**config.mk**
```make
export PLATFORM = sky130hd
export DESIGN_NAME = pipe_hazard_ctrl_flat
export DESIGN_NICKNAME = d
export VERILOG_FILES = /design/src/rtl/pipe_hazard_ctrl_if.sv /design/src/rtl/pipe_hazard_ctrl.sv /design/src/flat_wrapper.sv
export SDC_FILE = /design/constraint.sdc
export NUM_CORES = 1
export LEC_CHECK = 0
export ABC_CLOCK_PERIOD_IN_PS = 2600
export CORE_UTILIZATION = 35
export CTS_BUF_LIST = sky130_fd_sc_hd__clkbuf_8
export DETAILED_ROUTE_END_ITERATION = 10
export SYNTH_ARGS = -nofsm -noshare
export SYNTH_HDL_FRONTEND = slang
export SYNTH_SLANG_ARGS = --single-unit
```
**constraint.sdc**
```tcl
create_clock -name CLK -period 2.6 [get_ports CLK]
set_input_delay 0.52 -clock CLK [delete_from_list [all_inputs] [get_ports CLK]]
set_output_delay 0.52 -clock CLK [all_outputs]
set_load 0.01 [all_outputs]
```
**src/rtl/pipe_hazard_ctrl_if.sv**
```systemverilog
// Handshake bundle between the hazard controller and the pipeline datapath.
// The slave modport is the controller side; the master modport is the datapath side.
interface pipe_hazard_ctrl_if #(
    parameter int unsigned CNT_W = 16
);
    logic [4:0]       rs_id;
    logic [4:0]       rt_id;
    logic             uses_rs_id;
    logic             uses_rt_id;
    logic             MemRead_ex;
    logic             RegWrite_ex;
    logic [4:0]       Wreg_addr_ex;
    logic             PCSrc_ex;
    logic             dmem_req;
    logic             dmem_ready;
    logic             PC_write;
    logic             IFID_write;
    logic             IFID_flush;
    logic             IDEX_bubble;
    logic             pipe_freeze;
    logic [CNT_W-1:0] stall_cnt;
    logic [CNT_W-1:0] flush_cnt;
    logic [1:0]       hz_state;

    modport slave (
        input  rs_id, rt_id, uses_rs_id, uses_rt_id, MemRead_ex, RegWrite_ex,
        input  Wreg_addr_ex, PCSrc_ex, dmem_req, dmem_ready,
        output PC_write, IFID_write, IFID_flush, IDEX_bubble, pipe_freeze,
        output stall_cnt, flush_cnt, hz_state
    );

    modport master (
        output rs_id, rt_id, uses_rs_id, uses_rt_id, MemRead_ex, RegWrite_ex,
        output Wreg_addr_ex, PCSrc_ex, dmem_req, dmem_ready,
        input  PC_write, IFID_write, IFID_flush, IDEX_bubble, pipe_freeze,
        input  stall_cnt, flush_cnt, hz_state
    );
endinterface

```
**src/rtl/pipe_hazard_ctrl.sv**
```systemverilog
// Hazard and sequencing controller for the ID/EX register and its neighbours.
// Detects load-use hazards, flushes wrong-path work on EX-resolved branches,
// freezes the pipe on data-memory wait states and keeps saturating debug counters.
// Control outputs are combinational so they settle before the negedge that
// loads the pipeline registers. LOAD_STALL_CYCLES must lie in 1..3.
module pipe_hazard_ctrl #(
    parameter int unsigned LOAD_STALL_CYCLES = 1,
    parameter int unsigned CNT_W             = 16
) (
    input  logic                     CLK,
    input  logic                     RST_N,
    pipe_hazard_ctrl_if.slave        hz_if
);

    typedef enum logic [1:0] {
        StRun    = 2'd0,
        StLstall = 2'd1,
        StMwait  = 2'd2
    } state_e;

    localparam logic [CNT_W-1:0] CntMax      = '1;
    localparam logic [1:0]       LoadCntInit = 2'(LOAD_STALL_CYCLES - 1);

    state_e           state_q, state_d;
    state_e           ret_q, ret_d;     // state to resume once the memory wait ends
    logic [1:0]       lcnt_q, lcnt_d;   // remaining LSTALL bubbles
    logic [CNT_W-1:0] stall_cnt_q, stall_cnt_d;
    logic [CNT_W-1:0] flush_cnt_q, flush_cnt_d;

    logic   hz;
    logic   fz;
    state_e eff_st;

    function automatic logic [CNT_W-1:0] sat_inc(input logic [CNT_W-1:0] v);
        return (v == CntMax) ? v : v + CNT_W'(1);
    endfunction

    // Hazard and freeze detection.
    always_comb begin
        hz = hz_if.MemRead_ex && hz_if.RegWrite_ex && (hz_if.Wreg_addr_ex != 5'd0) &&
             ((hz_if.uses_rs_id && (hz_if.rs_id == hz_if.Wreg_addr_ex)) ||
              (hz_if.uses_rt_id && (hz_if.rt_id == hz_if.Wreg_addr_ex)));
        fz = hz_if.dmem_req && !hz_if.dmem_ready;
        // On the release cycle of a memory wait, the resumed state governs behaviour.
        eff_st = (state_q == StMwait) ? ret_q : state_q;
    end

    // Pipeline control outputs, priority freeze > branch flush > stall > normal.
    always_comb begin
        hz_if.PC_write    = 1'b1;
        hz_if.IFID_write  = 1'b1;
        hz_if.IFID_flush  = 1'b0;
        hz_if.IDEX_bubble = 1'b0;
        hz_if.pipe_freeze = 1'b0;
        if (!RST_N) begin
            // Drive NOPs into the unreset pipeline registers while held in reset.
            hz_if.PC_write    = 1'b0;
            hz_if.IFID_write  = 1'b0;
            hz_if.IFID_flush  = 1'b1;
            hz_if.IDEX_bubble = 1'b1;
        end else if (fz) begin
            hz_if.PC_write    = 1'b0;
            hz_if.IFID_write  = 1'b0;
            hz_if.pipe_freeze = 1'b1;
        end else if (hz_if.PCSrc_ex) begin
            hz_if.IFID_flush  = 1'b1;
            hz_if.IDEX_bubble = 1'b1;
        end else if ((eff_st == StRun && hz) || eff_st == StLstall) begin
            hz_if.PC_write    = 1'b0;
            hz_if.IFID_write  = 1'b0;
            hz_if.IDEX_bubble = 1'b1;
        end
    end

    // Next-state and counter update.
    always_comb begin
        state_d     = state_q;
        ret_d       = ret_q;
        lcnt_d      = lcnt_q;
        stall_cnt_d = stall_cnt_q;
        flush_cnt_d = flush_cnt_q;
        if (fz) begin
            // Frozen cycles hold everything; only remember where to come back to.
            if (state_q != StMwait) begin
                ret_d   = state_q;
                state_d = StMwait;
            end
        end else begin
            state_d = eff_st;
            if (hz_if.PCSrc_ex) begin
                state_d     = StRun;
                flush_cnt_d = sat_inc(flush_cnt_q);
            end else if (eff_st == StLstall) begin
                stall_cnt_d = sat_inc(stall_cnt_q);
                lcnt_d      = lcnt_q - 2'd1;
                if (lcnt_q == 2'd1) begin
                    state_d = StRun;
                end
            end else if (hz) begin
                stall_cnt_d = sat_inc(stall_cnt_q);
                if (LOAD_STALL_CYCLES > 1) begin
                    state_d = StLstall;
                    lcnt_d  = LoadCntInit;
                end
            end
        end
    end

    // State and counter registers.
    always_ff @(posedge CLK or negedge RST_N) begin
        if (!RST_N) begin
            state_q     <= StRun;
            ret_q       <= StRun;
            lcnt_q      <= 2'd0;
            stall_cnt_q <= '0;
            flush_cnt_q <= '0;
        end else begin
            state_q     <= state_d;
            ret_q       <= ret_d;
            lcnt_q      <= lcnt_d;
            stall_cnt_q <= stall_cnt_d;
            flush_cnt_q <= flush_cnt_d;
        end
    end

    assign hz_if.stall_cnt = stall_cnt_q;
    assign hz_if.flush_cnt = flush_cnt_q;
    assign hz_if.hz_state  = state_q;

endmodule

```
**src/flat_wrapper.sv**
```systemverilog
// flat-port wrapper written by rule: the top's interface ports become plain ports
module pipe_hazard_ctrl_flat 
#(
    parameter int unsigned LOAD_STALL_CYCLES = 1,
    parameter int unsigned CNT_W             = 16
)
  (CLK, RST_N, hz_if_rs_id, hz_if_rt_id, hz_if_uses_rs_id, hz_if_uses_rt_id, hz_if_MemRead_ex, hz_if_RegWrite_ex, hz_if_Wreg_addr_ex, hz_if_PCSrc_ex, hz_if_dmem_req, hz_if_dmem_ready, hz_if_PC_write, hz_if_IFID_write, hz_if_IFID_flush, hz_if_IDEX_bubble, hz_if_pipe_freeze, hz_if_stall_cnt, hz_if_flush_cnt, hz_if_hz_state);
  pipe_hazard_ctrl_if #(.CNT_W(CNT_W)) hz_if_i ();
  input  logic CLK;
  input  logic RST_N;
  input wire logic [$bits(hz_if_i.rs_id)-1:0] hz_if_rs_id;
  input wire logic [$bits(hz_if_i.rt_id)-1:0] hz_if_rt_id;
  input wire logic [$bits(hz_if_i.uses_rs_id)-1:0] hz_if_uses_rs_id;
  input wire logic [$bits(hz_if_i.uses_rt_id)-1:0] hz_if_uses_rt_id;
  input wire logic [$bits(hz_if_i.MemRead_ex)-1:0] hz_if_MemRead_ex;
  input wire logic [$bits(hz_if_i.RegWrite_ex)-1:0] hz_if_RegWrite_ex;
  input wire logic [$bits(hz_if_i.Wreg_addr_ex)-1:0] hz_if_Wreg_addr_ex;
  input wire logic [$bits(hz_if_i.PCSrc_ex)-1:0] hz_if_PCSrc_ex;
  input wire logic [$bits(hz_if_i.dmem_req)-1:0] hz_if_dmem_req;
  input wire logic [$bits(hz_if_i.dmem_ready)-1:0] hz_if_dmem_ready;
  output wire logic [$bits(hz_if_i.PC_write)-1:0] hz_if_PC_write;
  output wire logic [$bits(hz_if_i.IFID_write)-1:0] hz_if_IFID_write;
  output wire logic [$bits(hz_if_i.IFID_flush)-1:0] hz_if_IFID_flush;
  output wire logic [$bits(hz_if_i.IDEX_bubble)-1:0] hz_if_IDEX_bubble;
  output wire logic [$bits(hz_if_i.pipe_freeze)-1:0] hz_if_pipe_freeze;
  output wire logic [$bits(hz_if_i.stall_cnt)-1:0] hz_if_stall_cnt;
  output wire logic [$bits(hz_if_i.flush_cnt)-1:0] hz_if_flush_cnt;
  output wire logic [$bits(hz_if_i.hz_state)-1:0] hz_if_hz_state;
  assign hz_if_i.rs_id = hz_if_rs_id;
  assign hz_if_i.rt_id = hz_if_rt_id;
  assign hz_if_i.uses_rs_id = hz_if_uses_rs_id;
  assign hz_if_i.uses_rt_id = hz_if_uses_rt_id;
  assign hz_if_i.MemRead_ex = hz_if_MemRead_ex;
  assign hz_if_i.RegWrite_ex = hz_if_RegWrite_ex;
  assign hz_if_i.Wreg_addr_ex = hz_if_Wreg_addr_ex;
  assign hz_if_i.PCSrc_ex = hz_if_PCSrc_ex;
  assign hz_if_i.dmem_req = hz_if_dmem_req;
  assign hz_if_i.dmem_ready = hz_if_dmem_ready;
  assign hz_if_PC_write = hz_if_i.PC_write;
  assign hz_if_IFID_write = hz_if_i.IFID_write;
  assign hz_if_IFID_flush = hz_if_i.IFID_flush;
  assign hz_if_IDEX_bubble = hz_if_i.IDEX_bubble;
  assign hz_if_pipe_freeze = hz_if_i.pipe_freeze;
  assign hz_if_stall_cnt = hz_if_i.stall_cnt;
  assign hz_if_flush_cnt = hz_if_i.flush_cnt;
  assign hz_if_hz_state = hz_if_i.hz_state;
  pipe_hazard_ctrl #(.LOAD_STALL_CYCLES(LOAD_STALL_CYCLES), .CNT_W(CNT_W)) u_core (.CLK(CLK), .RST_N(RST_N), .hz_if(hz_if_i));
endmodule
```
Word-level counts from Yosys, hierarchy flattened
Index checks and enable logic that the tools add are counted.
Widths: inputs -> output; s select.
{ "op_classes": {"add_sub_neg": 3, "eq_ne": 9, "n_mux": 22, "bitwise_logic": 3, "n_reduce_logical": 17} }
{ "ops": {"columns": ["operator", "count"], "rows": [
  ["$mux 16", 3],
  ["$add 16x1->16 const B", 2],
  ["$eq 16x16->1 const B", 2],
  ["$mux 1", 13],
  ["$mux 2", 6],
  ["$eq 5x5->1", 2],
  ["$reduce_and 3->1", 3],
  ["$logic_and 1x1->1", 7],
  ["$reduce_bool 5->1", 1],
  ["$eq 2x1->1 const B", 2],
  ["$ne 2x2->1 const B", 2],
  ["$not 1->1", 3],
  ["$eq 2x2->1 const B", 1],
  ["$logic_not 2->1", 1],
  ["$logic_or 1x1->1", 2],
  ["$reduce_and 2->1", 1],
  ["$reduce_bool 2->1", 1],
  ["$sub 2x1->2 const B", 1],
  ["$logic_not 1->1", 1]
]} }
{ "totals": {"register_bits": 38, "in_bits": 24, "wordCells": 59} }

Longest topological paths before layout
Gate-level depths: netlist of the first run.
{ "logic_depth": {"word_depth": 10, "ltp_mapped": 9, "depth_no_buf": 7} }

Least setup slack after synthesis of the first run
OpenSTA, ideal clock, no wires.
{ "synth_path": {"path_kind": "input port to output port", "from": "in hz_if_Wreg_addr_ex[0]", "to": "out hz_if_PC_write", "arrival_ns": 1.775, "required_time_ns": 2.080, "setup_slack_ns": 0.305, "stages": 6, "n_path_buf": 1, "path_cell_list": "or4_1 > o211ai_2 > nand2b_1 > a21bo_2 > o211a_1 > buf_4"} }
{ "synth_via": {"elab_chain_cells": 10, "word_cells_on_any_way": 14} }
{ "synth_rtl": {"columns": ["element", "line_no", "rtl"], "rows": [
  ["start: declaration", "flat_wrapper.sv:17", "input wire logic [$bits(hz_if_i.Wreg_addr_ex)-1:0] hz_if_Wreg_addr_ex;"],
  ["$eq 5x5->1 (on tied branches)", "pipe_hazard_ctrl.sv:41, pipe_hazard_ctrl.sv:42", null],
  ["$logic_and 1x1->1 (on tied branches)", "pipe_hazard_ctrl.sv:41, pipe_hazard_ctrl.sv:42", null],
  ["$logic_or 1x1->1", "pipe_hazard_ctrl.sv:41", "((hz_if.uses_rs_id && (hz_if.rs_id == hz_if.Wreg_addr_ex)) ||"],
  ["$logic_and 1x1->1 *", "pipe_hazard_ctrl.sv:40", "hz = hz_if.MemRead_ex && hz_if.RegWrite_ex && (hz_if.Wreg_addr_ex != 5'd0) &&"],
  ["$logic_and 1x1->1 *", "pipe_hazard_ctrl.sv:68", "end else if ((eff_st == StRun && hz) || eff_st == StLstall) begin"],
  ["$logic_or 1x1->1 *", "pipe_hazard_ctrl.sv:68", null],
  ["$mux 1 * (4 in a row)", null, null],
  ["end: declaration", "flat_wrapper.sv:21", "output wire logic [$bits(hz_if_i.PC_write)-1:0] hz_if_PC_write;"]
]} }
Every way passes the cells marked *; elsewhere a longest branch is shown, timed or not.

Worst setup path after layout of the first run
{ "layout_path": {"from": "in hz_if_rs_id[0]", "to": "out hz_if_IFID_write"} }
{ "layout_via": {"elab_chain_cells": 10} }
{ "layout_rtl": {"columns": ["element", "line_no", "rtl"], "rows": [
  ["start: declaration", "flat_wrapper.sv:11", "input wire logic [$bits(hz_if_i.rs_id)-1:0] hz_if_rs_id;"],
  ["$eq 5x5->1", "pipe_hazard_ctrl.sv:41", null],
  ["$logic_and 1x1->1", "pipe_hazard_ctrl.sv:41", null],
  ["$logic_or 1x1->1", "pipe_hazard_ctrl.sv:41", null],
  ["$logic_and 1x1->1", "pipe_hazard_ctrl.sv:40", null],
  ["$logic_and 1x1->1", "pipe_hazard_ctrl.sv:68", null],
  ["$logic_or 1x1->1", "pipe_hazard_ctrl.sv:68", null],
  ["$mux 1", "pipe_hazard_ctrl.sv:68", null],
  ["$mux 1", "pipe_hazard_ctrl.sv:65", "end else if (hz_if.PCSrc_ex) begin"],
  ["$mux 1", "pipe_hazard_ctrl.sv:61", "end else if (fz) begin"],
  ["$mux 1", "pipe_hazard_ctrl.sv:55", "if (!RST_N) begin"],
  ["end: declaration", "flat_wrapper.sv:22", "output wire logic [$bits(hz_if_i.IFID_write)-1:0] hz_if_IFID_write;"]
]} }
Every way passes these cells.

==> impl_metrics.toml, run 1 <==
[finish]
drive_above_1_share_pct = 17.2
final_cells = 355
nets = 311
layout_common_cells = "clkdlybuf4s50_1, dfrtp_1, buf_4, nand2_1"
area.growth.synth_to_final_pct = 52.1
fin_area_um2 = 2960
num_antenna_cells = 0
final_common_cell = "clkdlybuf4s50_1"

[global_routing]
overflow = 0
grt_pass1_wl_um = 7810
grt_usage_pct = 16.7
antenna_found_initial = 0
grt_max_degree = 20
first_global_vias = 1619

[yosys]
syn_area_per_cell_um2 = 10.1
yosysSeqAreaShare_pct = 48.9
synth_area_um2 = 1940
syn-num-nets = 220
synth_warnings = 0
ys.flop_type = "dfrtp_1"
synth_edf_count = 0
synth_top_area_share_pct = 48.9
ys_ff_latch = 38
async_reset_ff_share_pct = 100
synthTopCellsByArea = "dfrtp_1, xnor2_1, xor2_1"
synthCells = 193
synth.distinct_cells = 34
synth_top_area_cell = "dfrtp_1"

[timing]
tightest_slew_ps = 475
fmax_ghz = 0.395
skew_ps = 7.66
hold_violations = 0
rsz0062_at_grt = "no"
fin_crit_ps = 2530
setup_violations = 0
finalCritPeriodShare_pct = 97.4
drv_slew = 0
relSlewSlack_pct = 68.1

[worst_setup_path]
critPathLaunchType = "input pin"
cp-end-kind = "output pin"
worst_ep_required_time_ps = 2080
crit_arrival_ps = 2010
critPathKind = "input pin to output pin"
cp_slowest_stage_delay_ps = 470
path_cells = "clkdlybuf4s50_1 -> xnor2_1 -> nand2_1 -> o22ai_2 -> nand2b_1 -> a21bo_2 -> o211a_1 -> buf_2"
slowest_stage = "clkdlybuf4s50_1"
crit_fanout = 2

[clock_network]
cts_root_buffer = "clkbuf_8"
clock_latency_ps = 290
cts_tree = "done"
holdBufCountCts = 0
h-tree-depth = 2
cts_made_buffers = 5
cts.path.max_buffers = 2
cts_sinks = 38
clk_pin_slew_worst_paths_ps = 80

[drt]
viasPerCell = 4.72
wl_per_cell_um = 13.0
drtAntennaViolNets = 0
drt-pass1-iter-count = 4
vias = 1677
drt_wl_total_um = 4620
drtIter0Drc = 60
route.detailed.drc = 0

[floorplanning]
fp.dieW_um = 76.5
start_util_pct = 37.1
num_io_pins = 63
coreArea_um2 = 5240
rows = 26
dieArea_um2 = 5850
fp.dieH_um = 76.5

[outcome]
status = "finished clean"

[place]
place.gp.congestion = 0.761
placed_cell_area_um2 = 2790
dp.cells = 343
dp_hpwl_um = 3420
portBuffers = 62

[power_and_ir_drop]
vdd_drop_max_v = 0.000431
powerDensity_nw_per_um2 = 577
p_leak_nw = 1.34

[min_path]
min_path_type = "input pin to async pin"

[run]
max-cap-violations = 0
==> stage by stage <==
| stage | hold WS, ps | utilization, % | power (mW) | setup TNS (ps) | setup slack [ps] |
|---|---|---|---|---|---|
| 6_report | 87.5 | 56.4 | 1.70 | 0 | 67.3 |
| 5_1_grt | 81.0 | 56.4 | 1.81 | 0 | 6.46 |
| 4_1_cts | 81.0 | 55.4 | 1.72 | 0 | 1.59 |
| 3_5_place_dp | 400 | 53.3 | 1.25 | -1880 | -574 |
| 3_3_place_gp | 398 | 53.3 | 1.24 | -1720 | -555 |
| 2_1_floorplan | 224 | - | 0.965 | 0 | 305 |
==> registers in the layout (all words and copies together), names as in the netlist <==
name                    count
u_core.hz_if.stall_cnt     16
u_core.lcnt_q               2
u_core.ret_q                2
u_core.hz_if.hz_state       2
u_core.hz_if.flush_cnt     16
==> cell type report <==
class / count / area, µm²
fillers: 486 / 2280
repair buffers: 87 / 805
clock buffers: 8 / 110
multi-input cells: 145 / 976
inverters: 7 / 26.3
flip-flops and latches: 38 / 951
well taps: 70 / 87.6
==> timing repair <==
item	4_1_cts	5_1_grt
setup endpoints to repair	3	3
setup buffers	2	2
pin swaps	11	10
gates resized for setup	22	12
==> final timing paths <==
kind	end	slack [ps]	from	cells after the start
hold reg to reg	u_core.lcnt_q[0]	480	u_core.lcnt_q[0]	1
setup reg to reg	u_core.hz_if.stall_cnt[13]	490	u_core.hz_if.stall_cnt[0]	8
hold / removal	u_core.hz_if.flush_cnt[15]	90	RST_N	1
setup / recovery	hz_if_IFID_write	70	hz_if_rs_id[0]	8
min in group CLK	u_core.lcnt_q[0]	480	u_core.lcnt_q[0]	1
max in group asynchronous	u_core.hz_if.stall_cnt[4]	1990	RST_N	2
==> layer usage <==
metal	track usage (%)	part of all wire, %	routed length (µm)	vias up
met5	0	0	0	-
met1	22.6	50	2330	793
met4	5.19	1.2	57	0
met3	4.55	5.4	251	5
li1	-	-	-	832
met2	25.9	43	1980	47
==> Yosys cell counts, types with 3 or more instances <==
library cell / count
o21ai_0: 4
and3_1: 4
nand2_1: 22
nand4_1: 9
nor3_1: 9
ha_1: 3
nor2_1: 17
xor2_1: 19
nand2b_1: 5
dfrtp_1: 38
nand3_1: 8
a21oi_1: 6
inv_1: 7
xnor2_1: 22
==> critical path, delay by kind of cell <==
kind,cells,cell delay [ps]
buffers and inverters,2,610
AOI/OAI and AO/OA,3,610
and+or+nand+nor,2,160
xor gates and xnor gates,1,110
==> cells by family after synthesis <==
| logic type | synth area share (%) |
|---|---|
| and+or+nand+nor | 20.5 |
| xor gates and xnor gates | 18.5 |
| DFF | 48.9 |
| AOI/OAI and AO/OA | 6.44 |
| buffers and inverters | 2.51 |
| adders and majority gates | 1.93 |
| muxes | 1.16 |
==> power by group <==
group / internal (mW) / leakage [nW] / switching, mW / total, mW
sequential: 0.678 / 0.481 / 0.0995 / 0.777
clock: 0.268 / 0.0575 / 0.201 / 0.469
combinational: 0.278 / 0.806 / 0.181 / 0.458
Power figures use the tool's default switching activity.
==> inputs of run 2 (changes only) <==
- ABC_CLOCK_PERIOD_IN_PS: 2600 -> not set
- GPL_TIMING_DRIVEN: not set -> 0
- HOLD_SLACK_MARGIN: not set -> 0.12
==> run 2 against run 1 <==
  * Maximum frequency grew 0.74%
  * Largest cell class unchanged
  * Clock skew decreased by 1.3 ps
  * Largest power group unchanged
  * Critical path depth down 4
  * Sequential power is essentially flat
==> impl_metrics.toml, run 2 (synthesized netlist as in run 1, its figures left out) <==
[clock_network]
cts.path.max_buffers = 2
cts_made_buffers = 5
cts_root_buffer = "clkbuf_8"
h-tree-depth = 2
holdBufCountCts = 0
cts_tree = "done"
cts_sinks = 38
clk_pin_slew_worst_paths_ps = 70
clock_latency_ps = 280

[timing]
fin_crit_ps = 2510
tightest_slew_ps = 716
rsz0062_at_grt = "no"
finalCritPeriodShare_pct = 96.7
relSlewSlack_pct = 51.9
fmax_ghz = 0.398
setup_tns_ps = 0
hold_violations = 0
skew_ps = 6.37
drv_slew = 0
setup_violations = 0

[global_routing]
grt_util_met2_pct = 23.3
grt_usage_pct = 15.9
antenna_found_initial = 0
grtUsageMet1_pct = 22.0
overflow = 0
grt_most_used_layer = "met2"
global_route.usage.met3_pct = 4.07
first_global_vias = 1534
grt_pass1_wl_um = 7340
grt_max_degree = 28

[outcome]
status = "finished clean"

[floorplanning]
dieArea_um2 = 5850
fp.dieH_um = 76.5
num_io_pins = 63
start_util_pct = 37.1
coreArea_um2 = 5240
rows = 26
fp.dieW_um = 76.5

[power_and_ir_drop]
p_leak_nw = 1.21
powerDensity_nw_per_um2 = 574
vdd_drop_max_v = 0.000499

[worst_setup_path]
critPathKind = "input pin to output pin"
crit_arrival_ps = 1990
critPathLaunchType = "input pin"
crit_fanout = 5
worst_ep_required_time_ps = 2080
cp-end-kind = "output pin"

[drt]
wl_per_cell_um = 13.0
drtAntennaViolNets = 0
route.detailed.drc = 0
drtIter0Drc = 109
drt-pass1-iter-count = 4
viasPerCell = 4.79
vias = 1614
drt_wl_total_um = 4380

[finish]
final_common_cell = "clkdlybuf4s50_1"
drive_above_1_share_pct = 11.6
final_cells = 337
num_antenna_cells = 0
area.growth.synth_to_final_pct = 42.0
final_core_util_pct = 52.7
nets = 294
layout_common_cells = "clkdlybuf4s50_1, dfrtp_1, nand2_1, xnor2_1, xor2_1"

[min_path]
min_path_type = "input pin to async pin"

[place]
dp_hpwl_um = 3170
place.gp.congestion = 0.721
portBuffers = 62
dp.cells = 326

[run]
max-cap-violations = 0
[run 2: layout make-up]
cell class	instances	area, µm²
Clock buffer	5	68.8
Multi-Input combinational cell	145	975
Timing Repair Buffer	68	628
Inverter	7	26.3
Fill cell	499	2480
Clock inverter	2	7.51
Sequential cell	38	951
Buffer	2	15.0
Tap cell	70	87.6
[run 2: critical path: stages]
cell             delay, ps
clkdlybuf4s50_1        470
nor2b_1                300
and2_1                 180
clkdlybuf4s50_1        530
[run 2: per-layer routing]
metal	wire [µm]	vias up
met1	2090	756
met2	1970	50
li1	-	800
met5	0	-
met3	248	8
met4	73	0
[run 2: power by group]
part	leakage, nW	switching, mW	internal [mW]
Sequential	0.481	0.0988	0.678
Combinational	0.679	0.171	0.259
Clock	0.0466	0.201	0.177
Total	1.21	0.471	1.11
[run 2: what timing repair did]
| action | CTS | global route |
|---|---|---|
| pin swaps | 17 | 8 |
| endpoints found under the setup margin | 3 | 1 |
| buffers inserted | 4 | 1 |
| resized for setup | 41 | 6 |
[run 2: per-stage QoR]
| stage | instance area, µm² | power (mW) | hold WS (ps) | worst slack (ps) |
|---|---|---|---|---|
| after floorplan | 1940 | 0.965 | 224 | 305 |
| after detailed placement | 2670 | 1.23 | 464 | -767 |
| final | 2760 | 1.58 | 149 | 85.9 |
| after global routing | 2760 | 1.68 | 161 | 5.12 |
| after CTS | 2750 | 1.61 | 147 | 12.6 |
| after global placement | 2650 | 1.22 | 465 | -1270 |
[run 2: final timing paths]
kind / start / to / slack (ps) / cells past startpoint
max: hz_if_dmem_req / hz_if_pipe_freeze / 90 / 4
min: RST_N / u_core.hz_if.stall_cnt[8] / 150 / 1
max reg2reg: u_core.hz_if.stall_cnt[0] / u_core.hz_if.stall_cnt[1] / 210 / 8
min reg2reg: u_core.lcnt_q[0] / u_core.lcnt_q[0] / 470 / 1
max in group asynchronous: RST_N / u_core.hz_if.flush_cnt[2] / 1990 / 2
min in group CLK: u_core.lcnt_q[0] / u_core.lcnt_q[0] / 470 / 1
==> inputs of run 3 (changes only) <==
- CORE_MARGIN: not set -> 2
==> run 3 against run 2 <==
  * Design area rose by 0.73%
  * Die area rose by 5.3%
  * Sequential share of layout area fell by 0.25 points
==> impl_metrics.toml, run 3 (synthesized netlist as in run 1, its figures left out) <==
[global_routing]
grt_usage_pct = 14.7
overflow = 0
grt_max_degree = 28
antenna_found_initial = 0
grt_pass1_wl_um = 7250
first_global_vias = 1583

[worst_setup_path]
critPathLaunchType = "input pin"
worstRegToRegCells = 8
crit_fanout = 2
r2r-end = "u_core.hz_if.stall_cnt[1]"
critPathTopFamily = "compound AO/OA/AOI/OAI gates"
crit_arrival_ps = 2000
cpMostUsedCell = "buf_6"
crit_buf_inv = 3
worst_ep_required_time_ps = 2080
cp_slowest_stage_delay_ps = 240
critPathKind = "input pin to output pin"
path_cells = "dlygate4sd2_1 -> xnor2_1 -> nand4_1 -> o22ai_4 -> nand2b_4 -> a21bo_4 -> o211a_1 -> buf_6 -> buf_6"
rrSetupSlack_ps = 230
reg2reg_from = "u_core.hz_if.stall_cnt[0]"
slowest_stage = "dlygate4sd2_1"
cp-end-kind = "output pin"

[drt]
wirelength_met1_um = 1990
viasPerCell = 4.82
wl_per_cell_um = 12.8
drtAntennaViolNets = 0
met3WireLength_um = 245
vias = 1630
route.detailed.drc = 0
highest_layer = "met4"
drtIter0Drc = 85
wl_met2_um = 2050
drt_wl_total_um = 4330
drt-pass1-iter-count = 4

[timing]
holdWs_ps = 138
relSlewSlack_pct = 48.8
hold_violations = 0
skew_ps = 4.96
rsz0062_at_grt = "no"
fmax_ghz = 0.397
drv_slew = 0
setup_violations = 0
finalCritPeriodShare_pct = 96.9
fin_crit_ps = 2520
tightest_slew_ps = 761

[place]
portBuffers = 62
dp_hpwl_um = 3120
place.gp.congestion = 0.781
dp.cells = 328

[outcome]
status = "finished clean"

[finish]
num_antenna_cells = 0
num-fill-cells = 528
area.growth.synth_to_final_pct = 43.0
final_common_cell = "clkdlybuf4s50_1"
drive_above_1_share_pct = 11.3
nets = 292
final_cells = 338
layout_common_cells = "clkdlybuf4s50_1, dfrtp_1, nand2_1, xnor2_1, xor2_1"

[power_and_ir_drop]
powerDensity_nw_per_um2 = 587
vdd_drop_max_v = 0.000410
p_leak_nw = 1.20

[clock_network]
cts_tree = "done"
holdBufCountCts = 0
h-tree-depth = 2
clock_latency_ps = 290
cts_made_buffers = 5
clk_pin_slew_worst_paths_ps = 70
cts.path.max_buffers = 2
cts_sinks = 38
cts_root_buffer = "clkbuf_8"

[floorplanning]
fp.dieW_um = 78.5
num_io_pins = 63
rows = 27
coreArea_um2 = 5440
start_util_pct = 35.7
fp.dieH_um = 78.5
dieArea_um2 = 6160

[run]
max-cap-violations = 0

[min_path]
min_path_type = "input pin to async pin"
==> run 3: cell count changes in the layout (fill, tap and decap cells not counted), sizes merged <==
cell	before	now
clkinv	0	1
dlygate4sd2	9	8
inv	9	8
buf	14	11
clkbuf	8	9
clkdlybuf4s15	1	3
==> run 3: final cells by class <==
cell class,count,area [µm²],area share (%)
sequential,38,951,34.2
inverter,7,26.3,0.946
clock buffer,6,82.6,2.97
timing repair buffer,65,612,22.0
buffer,3,26.3,0.946
multi-input combinational,145,982,35.3
clock inverter,2,8.76,0.315
tap,72,90.1,3.24
==> run 3: repair_timing <==
| action | 4_1_cts | 5_1_grt |
|---|---|---|
| pin swaps | 17 | 7 |
| setup endpoints to repair | 3 | 2 |
| buffers inserted | 2 | 0 |
| resized for setup | 39 | 9 |
| cloned | 0 | 0 |
==> run 3: layer usage <==
metal / vias up / global-route usage, %
met5: - / 0
met3: 4 / 3.91
met1: 789 / 19.5
li1: 798 / -
met4: 0 / 6.14
met2: 39 / 22.7
==> run 3: how the worst max path moves through the flow <==
| stage | from | to | slack (ps) | cells after the start |
|---|---|---|---|---|
| after floorplan | hz_if_Wreg_addr_ex[0] | hz_if_PC_write | 310 | 6 |
| after global placement | RST_N | hz_if_PC_write | -1260 | 4 |
| after detailed placement | hz_if_Wreg_addr_ex[3] | hz_if_PC_write | -760 | 8 |
| after CTS | hz_if_Wreg_addr_ex[4] | hz_if_PC_write | 0.6 | 9 |
| after global routing | u_core.hz_if.stall_cnt[0] | u_core.hz_if.stall_cnt[1] | 10 | 8 |
| final | hz_if_rs_id[3] | hz_if_PC_write | 80 | 9 |
==> run 3: stage by stage <==
stage	total power, mW	utilization (%)	cell area, µm²	setup slack, ps	TNS [ps]
floorplan	0.965	-	1940	305	0
global placement	1.22	48.8	2650	-1260	-9540
detailed placement	1.23	49.1	2670	-757	-3240
CTS	1.66	51.1	2780	0.602	0
global route	1.74	51.1	2780	11.4	0
finish	1.63	51.1	2780	79.7	0
==> run 3: where the power goes <==
group | switching (mW) | internal, mW | total [mW]
Sequential | 0.0998 | 0.678 | 0.778
Combinational | 0.175 | 0.260 | 0.435
Clock | 0.208 | 0.210 | 0.418
Total | 0.482 | 1.15 | 1.63
